<file path="src/rtl/byte_stream_arbiter.sv">
// N-channel byte merger feeding one TX FIFO write port, with round-robin or fixed-priority arbitration.
// Define STREAM_TAG_EN to prefix a channel tag byte (TAG_BASE + channel) whenever the source changes.
module byte_stream_arbiter #(
    parameter int                    NUM_CH     = 2,
    parameter int                    DATA_WIDTH = 8,
    parameter int                    ARB_MODE   = 0,
    parameter logic [DATA_WIDTH-1:0] TAG_BASE   = 8'hF0
) (
    input  logic                         clock,
    input  logic                         reset,
    input  logic [NUM_CH-1:0]            src_valid,
    input  logic [NUM_CH*DATA_WIDTH-1:0] src_data,
    output logic [NUM_CH-1:0]            src_ack,
    input  logic                         out_full,
    output logic [DATA_WIDTH-1:0]        out_data,
    output logic                         out_write_en,
    output logic                         busy
);

    localparam int CW = (NUM_CH > 1) ? $clog2(NUM_CH) : 1;

    logic [NUM_CH-1:0]     r_ack, w_ack_next;
    logic                  r_wen, w_wen_next;
    logic [DATA_WIDTH-1:0] r_data, w_data_next;
    logic [NUM_CH-1:0]     r_mask;
    logic [CW-1:0]         r_last_grant, w_last_grant_next;

    logic [NUM_CH-1:0]     w_elig;
    logic                  w_found;
    logic [CW-1:0]         w_sel;
    logic [CW-1:0]         w_idx;
    logic [DATA_WIDTH-1:0] w_sel_data;

`ifdef STREAM_TAG_EN
    typedef enum logic {ST_IDLE = 1'b0, ST_TAG = 1'b1} state_t;

    state_t                r_state, w_state_next;
    logic [CW-1:0]         r_grant, w_grant_next;
    logic [CW-1:0]         r_tag_ch, w_tag_ch_next;
    logic                  r_tag_vld, w_tag_vld_next;
    logic [DATA_WIDTH-1:0] w_grant_data;

    assign w_grant_data = src_data[r_grant*DATA_WIDTH +: DATA_WIDTH];
    assign busy         = (r_state == ST_TAG);
`else
    logic w_unused_tag;

    assign w_unused_tag = ^TAG_BASE;
    assign busy         = 1'b0;
`endif

    // The channel acked last cycle is still showing its old valid, so hide it for exactly one edge.
    for (genvar gi = 0; gi < NUM_CH; gi++) begin : g_elig
        assign w_elig[gi] = src_valid[gi] & ~r_mask[gi];
    end

    always_comb begin
        w_found = 1'b0;
        w_sel   = '0;
        w_idx   = '0;
        for (int i = 0; i < NUM_CH; i++) begin
            if (ARB_MODE == 1) begin
                w_idx = CW'(i);
            end else begin
                w_idx = CW'((int'(r_last_grant) + 1 + i) % NUM_CH);
            end
            if (!w_found && w_elig[w_idx]) begin
                w_found = 1'b1;
                w_sel   = w_idx;
            end
        end
    end

    assign w_sel_data = src_data[w_sel*DATA_WIDTH +: DATA_WIDTH];

    always_comb begin
        w_ack_next        = '0;
        w_wen_next        = 1'b0;
        w_data_next       = r_data;
        w_last_grant_next = r_last_grant;
`ifdef STREAM_TAG_EN
        w_state_next   = r_state;
        w_grant_next   = r_grant;
        w_tag_ch_next  = r_tag_ch;
        w_tag_vld_next = r_tag_vld;
        case (r_state)
            ST_IDLE: begin
                if (w_found && !out_full) begin
                    w_wen_next = 1'b1;
                    if (r_tag_vld && (r_tag_ch == w_sel)) begin
                        w_data_next       = w_sel_data;
                        w_ack_next[w_sel] = 1'b1;
                        w_last_grant_next = w_sel;
                    end else begin
                        w_data_next  = TAG_BASE + DATA_WIDTH'(w_sel);
                        w_grant_next = w_sel;
                        w_state_next = ST_TAG;
                    end
                end
            end
            ST_TAG: begin
                // Committed to r_grant: a newly valid higher-priority channel must wait.
                if (!out_full) begin
                    w_wen_next          = 1'b1;
                    w_data_next         = w_grant_data;
                    w_ack_next[r_grant] = 1'b1;
                    w_last_grant_next   = r_grant;
                    w_tag_ch_next       = r_grant;
                    w_tag_vld_next      = 1'b1;
                    w_state_next        = ST_IDLE;
                end
            end
            default: w_state_next = ST_IDLE;
        endcase
`else
        if (w_found && !out_full) begin
            w_wen_next        = 1'b1;
            w_data_next       = w_sel_data;
            w_ack_next[w_sel] = 1'b1;
            w_last_grant_next = w_sel;
        end
`endif
    end

    always_ff @(posedge clock) begin
        if (reset) begin
            r_ack        <= '0;
            r_wen        <= 1'b0;
            r_data       <= '0;
            r_mask       <= '0;
            r_last_grant <= CW'(NUM_CH - 1);
`ifdef STREAM_TAG_EN
            r_state      <= ST_IDLE;
            r_grant      <= '0;
            r_tag_ch     <= '0;
            r_tag_vld    <= 1'b0;
`endif
        end else begin
            r_ack        <= w_ack_next;
            r_wen        <= w_wen_next;
            r_data       <= w_data_next;
            r_mask       <= w_ack_next;
            r_last_grant <= w_last_grant_next;
`ifdef STREAM_TAG_EN
            r_state      <= w_state_next;
            r_grant      <= w_grant_next;
            r_tag_ch     <= w_tag_ch_next;
            r_tag_vld    <= w_tag_vld_next;
`endif
        end
    end

    assign src_ack      = r_ack;
    assign out_write_en = r_wen;
    assign out_data     = r_data;

endmodule

</file>
<file path="config.mk">
export PLATFORM = sky130hd
export DESIGN_NAME = byte_stream_arbiter
export DESIGN_NICKNAME = d
export VERILOG_FILES = /design/src/rtl/byte_stream_arbiter.sv
export SDC_FILE = /design/constraint.sdc
export NUM_CORES = 1
export LEC_CHECK = 0
export CORE_AREA = 3 3 47 49
export CTS_BUF_LIST = sky130_fd_sc_hd__clkbuf_8
export DETAILED_ROUTE_END_ITERATION = 10
export DIE_AREA = 0 0 50 52
export PLACE_DENSITY = 0.78
export SETUP_SLACK_MARGIN = 0.4
export SLEW_MARGIN = 20
export SYNTH_ARGS = -nofsm -noshare
export SYNTH_HDL_FRONTEND = slang
export SYNTH_SLANG_ARGS = --single-unit
</file>
<file path="constraint.sdc">
create_clock -name clock -period 1.2 [get_ports clock]
set_input_delay 0.12 -clock clock [delete_from_list [all_inputs] [get_ports clock]]
set_output_delay 0.12 -clock clock [all_outputs]
set_load 0.02 [all_outputs]
</file>
==> results of run 1 <==
==> sequential cells by signal (all words and copies together), names as in the netlist <==
register,count
out_data,8
r_mask,2
r_last_grant,1
out_write_en,1
==> area by class of cell <==
cell class / count / area (sq um) / area share (%)
Clock buffer: 4 / 55.1 / 4.22
Multi-Input combinational cell: 55 / 465 / 35.7
Inverter: 10 / 37.5 / 2.88
Timing Repair Buffer: 44 / 455 / 34.9
Sequential cell: 12 / 258 / 19.8
Tap cell: 27 / 33.8 / 2.59
==> power by group through the flow <==
stage	clock network [mW]	logic (mW)	registers, mW
after detailed placement	0	0.324	0.450
after floorplan	0	0.155	0.477
after global routing	0.485	0.390	0.455
after CTS	0.461	0.351	0.451
final	0.457	0.369	0.453
after global placement	0	0.321	0.449
==> routing by layer <==
metal	up-vias	track usage, %	routed length (microns)
li1	390	-	-
met1	380	22.8	1050
met2	48	30.7	1280
met3	5	4.58	190
met4	0	13.8	57
met5	-	0	0
==> cells by family after synthesis <==
kind of cell / synth area share (%)
AND/OR/NAND/NOR: 28.2
other: 0.486
AO/OA/AOI/OAI: 25.1
buffers and inverters: 15.1
flip-flops: 31.1
==> layout by cell type (no fill, tap or decap), types with 3 or more instances in the layout <==
cell,Yosys,routed
o311ai_1,8,7
nand3_1,8,8
clkbuf_8,0,4
buf_4,2,11
nor3b_1,16,14
dlygate4sd2_1,0,3
dfxtp_2,0,11
o211ai_1,8,8
inv_1,10,9
buf_6,4,11
clkdlybuf4s50_1,0,17
==> timing repair <==
action                                  4_1_cts  5_1_grt
pin swaps                                     2        3
gates cloned                                  3        0
resized for setup                            74        8
buffers inserted                              1        3
endpoints found under the setup margin       23       23
hold endpoints to repair                      0        0
==> worst min path at each step <==
stage / cells past startpoint / start / endpoint / slack (ns)
2_1_floorplan: 2 / src_valid[0] / r_mask[0] / 0.31
3_3_place_gp: 2 / out_data[0] / out_data[0] / 0.49
3_5_place_dp: 2 / out_data[7] / out_data[7] / 0.49
4_1_cts: 3 / src_valid[0] / r_mask[0] / 0.35
5_1_grt: 3 / src_valid[0] / r_mask[0] / 0.37
6_report: 3 / src_valid[0] / r_mask[0] / 0.36
==> through the flow <==
stage | setup TNS (ns) | cell area [sq um] | cells | worst slack (ns)
2_1_floorplan | 0 | 795 | 85 | 0.156
3_3_place_gp | -0.848 | 1130 | 141 | -0.0943
3_5_place_dp | -1.07 | 1130 | 141 | -0.131
4_1_cts | 0 | 1260 | 149 | 0.137
5_1_grt | 0 | 1310 | 152 | 0.0684
6_report | 0 | 1310 | 152 | 0.123
==> worst register-to-register path, cell delays in order (launching register included) <==
cell	delay (ns)
dfxtp_4	0.36
nand2b_4	0.17
a21oi_4	0.28
o311ai_1	0.13
==> impl_metrics.csv, run 1 <==
group,metric,value,unit
status,outcome,"completed",
final_layout,fillers,151,
worst_setup_path,r2r-start,"r_mask[1]",
final_layout,drive_gt1_share,42.4,%
power,pwr-share-seq,35.4,%
sta,finalHoldViolCount,0,
final_layout,fin_util,68.6,%
place,dp_hpwl,1420,microns
power,pwr-share-comb,28.9,%
synth,synth_commonest_cells,"nor3b_1 (16), dfxtp_1 (12), inv_1 (10)",
power,p_per_area,980,nW/um^2
worst_setup_path,cp-start-kind,"flip-flop",
synth,yosys.cell_types.count,22,
power,p_leak,0.495,nW
cts,path_clk_slew,0.06,ns
worst_setup_path,critPathCapture,"out_data[6]",
synth,syn_area_per_cell,9.08,sq um
sta,rsz0062_at_grt,"true",
final_layout,area_growth,69.0,%
cts,cts_made_buffers,3,
sta,fmax,929,MHz
synth,ys_seq_area_share,31.1,%
global_route,grt_first_pass_wirelength,3730,microns
sta,whs,0.362,ns
global_route,antenna_found_initial,0,
synth,syn_nets,106,
floorplan,io-pin-count,33,
synth,synth_cells,85,
synth,synth_area_leaders,"dfxtp_1 (31%), nor3b_1 (16%), o311ai_1 (9.1%)",
worst_setup_path,path_max_fanout,8,
worst_setup_path,r2r_end,"out_data[6]",
worst_setup_path,rrSetupSlack,0.12,ns
worst_setup_path,critPathArrivalTime,1.19,ns
sta,setup_viol,0,
cts,htreeDepth,1,
sta,fin_crit,1.08,ns
floorplan,start_util,40.6,%
cts,cts.sinks,12,
floorplan,dieArea,2600,sq um
global_route,grt.overflow.total,0,
final_layout,n_antenna_cell,0,
route,drc,0,
worst_setup_path,crit_start,"r_mask[1]",
synth,synth_enable_flop_cells,0,
global_route,grt_max_degree,14,
place,gp_congestion,0.804,
worst_setup_path,crit_chain,"nand2b_4 -> a21oi_4 -> o311ai_1",
worst_setup_path,critPathKind,"reg2reg",
floorplan,fp.dieW,50,microns
route,avgRoutedWirePerCell,16.9,microns
synth,synth-main-ff-cell,"dfxtp_1",
worst_setup_path,crit_buf_inv,0,
worst_setup_path,cp_num_cells,3,
synth,synth.top_cell.area_share,31.1,%
synth,ys_async_sr_fraction,0,%
min_path,hold_class,"in2reg",
job,cap_violations,0,
worst_setup_path,endpoint_kind,"flip-flop",
final_layout,fin_nets,147,
power,power.total,1.28,mW
floorplan,dieHeight,52,microns
power,p_sw,359,uW
route,via_per_inst,5.41,
global_route,grt.total_usage,19.3,%
route,dr.first_iter.drc_count,18,
synth,yosysWarnings,0,
worst_setup_path,cp_slowest_cell,"dfxtp_4",
cts,hold_buffers,0,
route,ant_nets,0,
sta,skew,0.00329,ns
sta,period_share,89.7,%
power,p_sw_share,28.1,%
worst_setup_path,cp.required,1.31,ns
cts,cts_tree,"yes",
synth,yosysMostFrequentCell,"nor3b_1",
worst_setup_path,reg2regPathDepth,3,
route,vias,823,
synth,ys_ff_latch,12,
global_route,first_global_vias,777,
sta,maxSlewViolCount,0,
worst_setup_path,cp_top_family,"compound AO/OA/AOI/OAI gates",
route,drtPass1Iterations,4,
worst_setup_path,max_stage_delay,0.36,ns
floorplan,rows,16,
route,wirelength,2570,microns
cts,clkLatencyLatePin,0.25,ns
cts,root_buffer,"clkbuf_8",
synth,syn_area,772,sq um
power,clock_power_share,35.8,%
synth,synth.largest_area_cell,"dfxtp_1",
place,portBuffers,31,
power,p_int,920,uW
floorplan,core,1900,sq um
cts,clock_path_buffers,2,
power,ir_drop,0.683,mV
No activity file was read; power rests on OpenSTA's default activity.
==> run 2: changes to the inputs <==
Settings changed: CTS_CLUSTER_SIZE from default to 8.
==> results of run 2 <==
The final DEF is identical to that of run 1; final timing and power are the same.
==> run 3: changes to the inputs <==
Settings changed: CORE_AREA 3 3 47 49 to 3 3 49 47, DIE_AREA 0 0 50 52 to 0 0 52 50, REMOVE_ABC_BUFFERS from default to 1.
==> run 3 against run 2 <==
Compared with the run above:
- first-iteration DRC count decreased by 17%
- total power decreased by 8.8%
- final cell count decreased by 6.6%
- setup slack got worse by 0.029 ns
- sequential share of layout area increased by 0.69 points
- global-route usage decreased by 2.4 points
- combinational power decreased by 5.7%
- maximum frequency decreased by 2.6%
- routed wire length decreased by 23%
- critical path depth increased by 1
- sequential power about the same
- sequential cell count unchanged
- largest power group is now sequential cells
==> impl_metrics.csv, run 3 (same netlist as run 1, synthesis figures left out) <==
group,metric,value,unit
floorplan,dieArea,2600,sq um
cts,hold_buffers,0,
global_route,antenna_found_initial,0,
sta,fin_ws,0.0944,ns
global_route,grt_max_degree,27,
sta,fmax,905,MHz
route,drtPass1Iterations,5,
worst_setup_path,crit_buf_inv,1,
cts,cts_tree,"yes",
job,cap_violations,0,
worst_setup_path,crit_start,"r_mask[1]",
route,avgRoutedWirePerCell,13.9,microns
route,dr.first_iter.drc_count,15,
sta,setup_viol,0,
final_layout,largest_reg_flops,8,
worst_setup_path,critPathKind,"reg2reg",
worst_setup_path,path_max_fanout,6,
power,p_leak,0.451,nW
cts,cts.sinks,12,
place,gp_congestion,0.770,
floorplan,dieHeight,50,microns
floorplan,io-pin-count,33,
final_layout,n_antenna_cell,0,
global_route,first_global_vias,764,
final_layout,final_cell_mix,"clkdlybuf4s50_1 (19), nor3b_1 (11), dfxtp_2 (11), buf_6 (11), inv_1 (10)",
sta,whs,0.362,ns
worst_setup_path,cp-start-kind,"flip-flop",
cts,clkLatencyLatePin,0.24,ns
final_layout,area_growth,60.9,%
global_route,grt_first_pass_wirelength,3320,microns
final_layout,fillers,138,
cts,htreeDepth,1,
global_route,grt.overflow.total,0,
route,wirelength,1970,microns
cts,clock_path_buffers,2,
status,outcome,"completed",
cts,path_clk_slew,0.05,ns
floorplan,rows,15,
cts,root_buffer,"clkbuf_8",
min_path,hold_start,"src_valid[0]",
worst_setup_path,max_stage_delay,0.33,ns
place,place_ws,-0.190,ns
worst_setup_path,crit_chain,"nand2b_4 -> buf_6 -> o211ai_1 -> o311ai_2",
place,dp.cells,139,
power,ir_drop,0.723,mV
sta,period_share,92.1,%
min_path,hold_class,"in2reg",
sta,skew,0.00145,ns
floorplan,core,1860,sq um
final_layout,fin_nets,140,
cts,cts_made_buffers,3,
final_layout,drive_gt1_share,41.0,%
worst_setup_path,cp_slowest_cell,"dfxtp_2",
route,ant_nets,0,
cts,post-cts-setup-buffers,0,
sta,maxSlewViolCount,0,
sta,rsz0062_at_grt,"true",
worst_setup_path,critPathArrivalTime,1.21,ns
global_route,grt.total_usage,17.0,%
worst_setup_path,r2r-start,"r_mask[1]",
final_layout,final_cells,142,
route,via_per_inst,5.44,
floorplan,start_util,41.5,%
floorplan,fp.dieW,52,microns
worst_setup_path,endpoint_kind,"flip-flop",
power,p_per_area,939,nW/um^2
sta,fin_crit,1.11,ns
worst_setup_path,cp.required,1.30,ns
final_layout,final_common_cell,"clkdlybuf4s50_1",
sta,finalHoldViolCount,0,
place,dp_hpwl,1410,microns
worst_setup_path,cp_top_family,"compound AO/OA/AOI/OAI gates",
place,portBuffers,31,
route,drc,0,
route,vias,773,
[run 3: report_power, final]
part / total (mW) / switching, mW / internal (mW)
logic: 0.348 / 0.161 / 0.187
registers: 0.451 / 0.0194 / 0.432
clock network: 0.367 / 0.146 / 0.221
total: 1.17 / 0.326 / 0.840
[run 3: worst paths after layout]
kind         cells past startpoint           to  slack [ns]
min                              3    r_mask[0]        0.36
max reg2reg                      4  out_data[7]        0.09
max                              4  out_data[7]        0.09
min reg2reg                      2  out_data[6]        0.50
[run 3: layer usage]
layer	GRT usage (%)	vias up	part of all wire (%)
met1	20.4	360	40
met5	0	-	0
met4	7.42	0	1.6
met3	4.53	5	5.7
met2	27.6	33	52
li1	-	375	-
[run 3: area by class of cell]
| cell class | instances | area [sq um] | share of cell area, % |
|---|---|---|---|
| flip-flops and latches | 12 | 254 | 20.4 |
| clock buffers | 3 | 41.3 | 3.32 |
| well taps | 25 | 31.3 | 2.52 |
| inverters | 10 | 37.5 | 3.02 |
| repair buffers | 39 | 405 | 32.6 |
| multi-input cells | 53 | 473 | 38.1 |
[run 3: worst min-delay path, stage by stage]
cell	delay, ns
dlygate4sd2_1	0.28
nand2b_4	0.12
a2111oi_4	0.04
[run 3: per-stage QoR]
stage,TNS (ns),cell area (sq um),power (mW),utilization (%)
2_1_floorplan,-0.383,693,0.581,-
3_3_place_gp,-1.22,1120,0.768,60.3
3_5_place_dp,-1.74,1120,0.774,60.3
4_1_cts,0,1220,1.17,65.8
5_1_grt,0,1240,1.23,66.9
6_report,0,1240,1.17,66.9
[run 3: what timing repair did]
item                                    CTS  global route
pin swaps                                 5             2
endpoints found under the setup margin   23            23
gates resized for setup                  80             7
gates cloned                              0             0
